File: config.mk
export PLATFORM = sky130hd
export DESIGN_NAME = mapper_power_ctrl
export DESIGN_NICKNAME = d
export VERILOG_FILES = /design/src/rtl/mapper_power_ctrl.sv
export SDC_FILE = /design/constraint.sdc
export NUM_CORES = 1
export LEC_CHECK = 0
export CAP_MARGIN = 5
export CORE_MARGIN = 3
export CORE_UTILIZATION = 54
export CTS_CLUSTER_DIAMETER = 200
export CTS_CLUSTER_SIZE = 24
export DETAILED_ROUTE_END_ITERATION = 16
export GPL_TIMING_DRIVEN = 1
export PLACE_DENSITY = 0.86
export SYNTH_ARGS = -nofsm -noshare
export SYNTH_HDL_FRONTEND = slang
export SYNTH_SLANG_ARGS = --single-unit
File: constraint.sdc
create_clock -name clk -period 4.5 [get_ports clk]
set_clock_uncertainty 0.15 [all_clocks]
set_input_delay 0.45 -clock clk [delete_from_list [all_inputs] [get_ports clk]]
set_output_delay 0.45 -clock clk [all_outputs]
set_load 0.005 [all_outputs]
File: src/rtl/mapper_power_ctrl.sv
// mapper_power_ctrl
//   Sequencer for the mapper power / reference-level estimator. Paces the
//   estimator symbol strobe (clk_en) from the sample clock, counts an
//   averaging window of 2^LOG2_N symbols, and closes each window with a
//   one-cycle clear_accum pulse. SETTLE cycles after every clear_accum, the
//   estimator results are captured into held output registers. The first
//   DISCARD captures after each start from IDLE are dropped.
//
// Handshake (valid/ack):
//   valid is a held level. ack is only meaningful while valid=1: ack=1 with
//   valid=1 clears valid and overrun on the next edge. ack with valid=0 is
//   ignored. A capture while valid=1 and ack=0 overwrites the data and sets
//   the sticky overrun flag. A capture coinciding with ack loads the new data,
//   keeps valid=1 and does not set overrun.
//
// Ports:
//   clk, reset          rising-edge clock, asynchronous active-high reset
//   enable              1 = run windows continuously, 0 = stop at next boundary
//   ack                 downstream accepts the held result
//   mapper_power_in     estimator mapper_power (18-bit signed)
//   ref_level_in        estimator ref_level (18-bit signed)
//   clk_en              symbol strobe to the estimator
//   clear_accum         window-boundary pulse to the estimator
//   mapper_power_out    captured mapper power
//   ref_level_out       captured reference level
//   valid, overrun      handshake status (see above)
//   busy                FSM is not in IDLE
//   window_count        completed windows, wraps 0xFFFF -> 0
//   state_dbg           current FSM state encoding (debug only)
module mapper_power_ctrl #(
  parameter int SPS     = 4,
  parameter int LOG2_N  = 20,
  parameter int SETTLE  = 2,
  parameter int DISCARD = 2
) (
  input  logic               clk,
  input  logic               reset,
  input  logic               enable,
  input  logic               ack,
  input  logic signed [17:0] mapper_power_in,
  input  logic signed [17:0] ref_level_in,
  output logic               clk_en,
  output logic               clear_accum,
  output logic signed [17:0] mapper_power_out,
  output logic signed [17:0] ref_level_out,
  output logic               valid,
  output logic               overrun,
  output logic               busy,
  output logic [15:0]        window_count,
  output logic [1:0]         state_dbg
);

  typedef enum logic [1:0] {
    S_IDLE  = 2'd0,
    S_RUN   = 2'd1,
    S_CLEAR = 2'd2
  } state_t;

  localparam logic [7:0] SPS_M1    = 8'(SPS - 1);
  localparam logic [3:0] SETTLE_L  = 4'(SETTLE);
  localparam logic [1:0] DISCARD_L = 2'(DISCARD);

  state_t              state_q, state_d;
  logic                start_q, start_d;
  logic [7:0]          samp_q, samp_d;
  logic [LOG2_N-1:0]   sym_q, sym_d;
  logic [3:0]          settle_q, settle_d;
  logic [1:0]          disc_q, disc_d;
  logic signed [17:0]  mp_q, mp_d;
  logic signed [17:0]  ref_q, ref_d;
  logic                valid_q, valid_d;
  logic                overrun_q, overrun_d;
  logic [15:0]         window_count_q, window_count_d;
  logic                clk_en_q, clk_en_d;
  logic                clear_q, clear_d;
  logic                capture;

  // Capture fires on the last cycle of the settle countdown.
  assign capture = (settle_q == 4'd1);

  always_comb begin
    state_d        = state_q;
    start_d        = start_q;
    samp_d         = samp_q;
    sym_d          = sym_q;
    settle_d       = settle_q;
    disc_d         = disc_q;
    mp_d           = mp_q;
    ref_d          = ref_q;
    valid_d        = valid_q;
    overrun_d      = overrun_q;
    window_count_d = window_count_q;

    // Settle timer runs independently of the FSM so the capture after a
    // terminal CLEAR still happens once the FSM is back in IDLE.
    if (state_q == S_CLEAR) begin
      settle_d = SETTLE_L;
    end else if (settle_q != 4'd0) begin
      settle_d = settle_q - 4'd1;
    end

    if (ack && valid_q) begin
      valid_d   = 1'b0;
      overrun_d = 1'b0;
    end

    if (capture) begin
      if (disc_q != 2'd0) begin
        disc_d = disc_q - 2'd1;
      end else begin
        mp_d    = mapper_power_in;
        ref_d   = ref_level_in;
        valid_d = 1'b1;
        if (valid_q && !ack) begin
          overrun_d = 1'b1;
        end
      end
    end

    case (state_q)
      S_IDLE: begin
        if (enable) begin
          state_d = S_CLEAR;
          start_d = 1'b1;
          // A fresh start re-primes the estimator pipeline; takes priority
          // over a pending capture decrement.
          disc_d  = DISCARD_L;
        end
      end
      S_CLEAR: begin
        samp_d  = 8'd0;
        sym_d   = '0;
        start_d = 1'b0;
        if (!start_q) begin
          window_count_d = window_count_q + 16'd1;
        end
        state_d = (enable || start_q) ? S_RUN : S_IDLE;
      end
      S_RUN: begin
        if (samp_q == SPS_M1) begin
          samp_d = 8'd0;
          sym_d  = sym_q + 1'b1;
          if (sym_q == '1) begin
            state_d = S_CLEAR;
          end
        end else begin
          samp_d = samp_q + 8'd1;
        end
      end
      default: begin
        state_d = S_IDLE;
      end
    endcase

    // Strobes are registered from next-state so they line up with the
    // cycle in which the FSM/counter actually holds that value.
    clk_en_d = (state_d == S_RUN) && (samp_d == SPS_M1);
    clear_d  = (state_d == S_CLEAR);
  end

  always_ff @(posedge clk or posedge reset) begin
    if (reset) begin
      state_q        <= S_IDLE;
      start_q        <= 1'b0;
      samp_q         <= 8'd0;
      sym_q          <= '0;
      settle_q       <= 4'd0;
      disc_q         <= 2'd0;
      mp_q           <= '0;
      ref_q          <= '0;
      valid_q        <= 1'b0;
      overrun_q      <= 1'b0;
      window_count_q <= 16'd0;
      clk_en_q       <= 1'b0;
      clear_q        <= 1'b0;
    end else begin
      state_q        <= state_d;
      start_q        <= start_d;
      samp_q         <= samp_d;
      sym_q          <= sym_d;
      settle_q       <= settle_d;
      disc_q         <= disc_d;
      mp_q           <= mp_d;
      ref_q          <= ref_d;
      valid_q        <= valid_d;
      overrun_q      <= overrun_d;
      window_count_q <= window_count_d;
      clk_en_q       <= clk_en_d;
      clear_q        <= clear_d;
    end
  end

  assign clk_en           = clk_en_q;
  assign clear_accum      = clear_q;
  assign mapper_power_out = mp_q;
  assign ref_level_out    = ref_q;
  assign valid            = valid_q;
  assign overrun          = overrun_q;
  assign busy             = (state_q != S_IDLE);
  assign window_count     = window_count_q;
  assign state_dbg        = state_q;

endmodule

==> metrics.txt <==
Setup CP Type=reg2reg; die footprint=8830 sq um; Area contributors post-synth=dfrtp_1 (56%), mux2_2 (10%), xnor2_1 (4.8%), nor2_1 (2.8%), ha_1 (2.7%); DR DRC count=0; crit path launch=samp_q[0]; worst-path fanout max=10; final cell count without fillers=564; Net Count, Synth=411; Synth Cell Area=4180 sq um; Tot GR Track Use=about a fifth; clock sinks=93; largest area contributor in the netlist=dfrtp_1; Synth Instances=362; clock slew at reported path FFs=0.10 ns; Post-Route WL=between 8000 and 9000 microns; WP data required=4.59 ns; CTS Hold Bufs=0; CP arrival=around 2.7 ns; GRT overflow=0; slack of the worst reg-to-reg path=1.93 ns; final worst-path cycle share=57.2%; synthesis-to-finish area growth=31.7%; ant diodes=0; Routed Antenna Nets=0; Peak VDD IR=238 uV; Placer Congestion=just under 0.9; final core occ=between 70% and 80%; Yosys reg bits=93; DRT Pass-1 Iters=4; RR Startpoint=samp_q[0]; r2r endpoint=sym_q[15]; Top Ports=99; final setup violation count=0; minimum clock period=roughly 2.6 ns; chip height=94.0 microns; first-pass GRT wire length=14000 microns; clock latency on the worst-skew pair=0.36 ns; worst-margin pin slew=around 0.72 ns; fin. max-slew vios=0; Yosys cell types=between 40 and 50; commonest non-fill, non-tap cell in the layout=clkdlybuf4s50_1; # nets final=509; crit start category=flop; hold slack=0.251 ns; Fill cells=about 500; mean post-synth cell area=11.5 sq um; Post-DP HPWL=6240 microns; P per Cell Area=531 nW/um^2; TritonCTS clock tree=yes; routed len/inst=15.4 microns; Slew headroom=roughly half; Tightest Hold Check Type=in2async; worst setup path end=sym_q[15]; initial antenna violation count=0; proportion of layout cells with a drive suffix above 1=14.2%; H-tree depth=3; Max Clock Freq=389 MHz; Max Cap Viol=0; CTS buffer count=9; Synth top area share=55.7%; postcts setup bufs=0; Pleak=2.43 nW; Initial Util=56.7%; clk buf depth=2; # resized after CTS=0; floorplan core area=~7400 sq um; yosys warns=0; Final Hold Viols=0; Placed Cells=548; sequential area share after synthesis=55.7%; port buffer count=98; unrepaired setup endpoints after global routing=no; root buf cell=clkbuf_8; vias=3041; Std-Cell Rows=31; vias per inst=5.39; Final TNS setup=0 ns; R2R depth=6; Initial DRC Count=147; vias in the first global route=between 2000 and 3000; largest net degree at the start of global routing=42; status=completed; Horiz. Die Dim=94.0 microns; commonest cells after routing, fill and taps aside=clkdlybuf4s50_1 (98), dfrtp_1 (93), mux2_2 (38); Worst Setup End Kind=flop
==> synthesized netlist by cell type <==
cell type,number
xor2_1,10
o31ai_1,4
inv_1,13
nand2_1,24
nor3b_1,1
nor3_1,11
a311o_1,1
o41ai_1,1
nand3_1,17
o21ai_0,9
nand4_4,1
xnor2_1,23
o311ai_0,1
or3_1,2
or3_2,1
nand2b_1,5
and3_1,6
nor4b_1,1
or2_2,1
or4_4,2
and2b_1,1
a2111oi_2,1
a31oi_1,3
ha_1,9
a2111oi_0,1
nand4_1,10
and2_1,2
mux2_2,38
clkbuf_1,10
o211ai_1,3
a21oi_1,8
mux2i_1,5
nor2_1,31
a21o_1,2
and4_1,2
nor2b_1,2
nor4b_2,1
a211oi_1,1
buf_1,2
dfrtp_1,93
buf_2,2
a21boi_1,1
==> sequential cells by signal, summed over array words and instances (netlist names), named ones only <==
signal and cells:
state_dbg 2, clk_en 1, window_count 16, clear_accum 1, valid 1, ref_level_out 18
samp_q 8, mapper_power_out 18, disc_q 2, settle_q 4, sym_q 20, start_q 1
==> worst max-delay path, cell delays in order (launching register included) <==
cell and delay, ns:
dfrtp_1 0.43, ha_1 0.32, nor4b_2 0.39, nand4_1 0.38
or2_2 0.47, o211ai_1 0.22, o31ai_1 0.10
==> cell families (layout without fill, tap and decap cells) <==
| logic type | count (synthesis) | in the layout | synth area share [%] |
|---|---|---|---|
| AND/OR/NAND/NOR | 121 | 121 | 15.1 |
| flip-flops | 93 | 93 | 55.7 |
| multiplexers | 43 | 43 | 11.4 |
| AO/OA/AOI/OAI | 36 | 36 | 5.69 |
| XOR/XNOR | 33 | 33 | 6.92 |
| buffers and inverters | 27 | 130 | 2.49 |
| adder cells (fa/ha/maj) | 9 | 9 | 2.70 |
==> worst min path at each step <==
stage                                 from                end  slack [ns]
after floorplan                  sym_q[12]          sym_q[12]        0.29
after global placement           sym_q[12]          sym_q[12]        0.31
after detailed placement  window_count[15]   window_count[15]        0.32
after CTS                            reset   ref_level_out[3]        0.25
after global routing                 reset  ref_level_out[15]        0.26
final                                reset  ref_level_out[15]        0.25
==> stage by stage <==
step | total power, mW | instance area (sq um) | worst slack (ns)
2_1_floorplan | 1.71 | 4180 | 1.48
3_3_place_gp | 2.22 | 5260 | 2.04
3_5_place_dp | 2.28 | 5260 | 1.92
4_1_cts | 2.95 | 5500 | 1.92
5_1_grt | 3.11 | 5500 | 1.69
6_report | 2.92 | 5500 | 1.93
==> per-layer routing <==
| layer | GRT usage, % | wire length [microns] |
|---|---|---|
| met3 | 4.09 | 524 |
| met2 | 33.8 | 4220 |
| met1 | 26.1 | 3770 |
| met5 | 0 | 0 |
| met4 | 8.90 | 183 |
==> final cells by class <==
class / count / area (sq um) / share of cell area [%]
well taps: 99 / 124 / 2.25
clock buffers: 9 / 124 / 2.25
flip-flops and latches: 93 / 2330 / 42.3
inverters: 13 / 50.0 / 0.910
repair buffers: 101 / 1000 / 18.2
multi-input cells: 242 / 1750 / 31.8
clock inverters: 7 / 120 / 2.18
==> power breakdown <==
group / switching (mW) / total (mW) / internal (mW)
combinational: 0.393 / 1.02 / 0.629
sequential: 0.159 / 1.23 / 1.07
clock: 0.296 / 0.667 / 0.372
total: 0.847 / 2.92 / 2.07
Note: power is estimated with default switching activity, not from simulation.
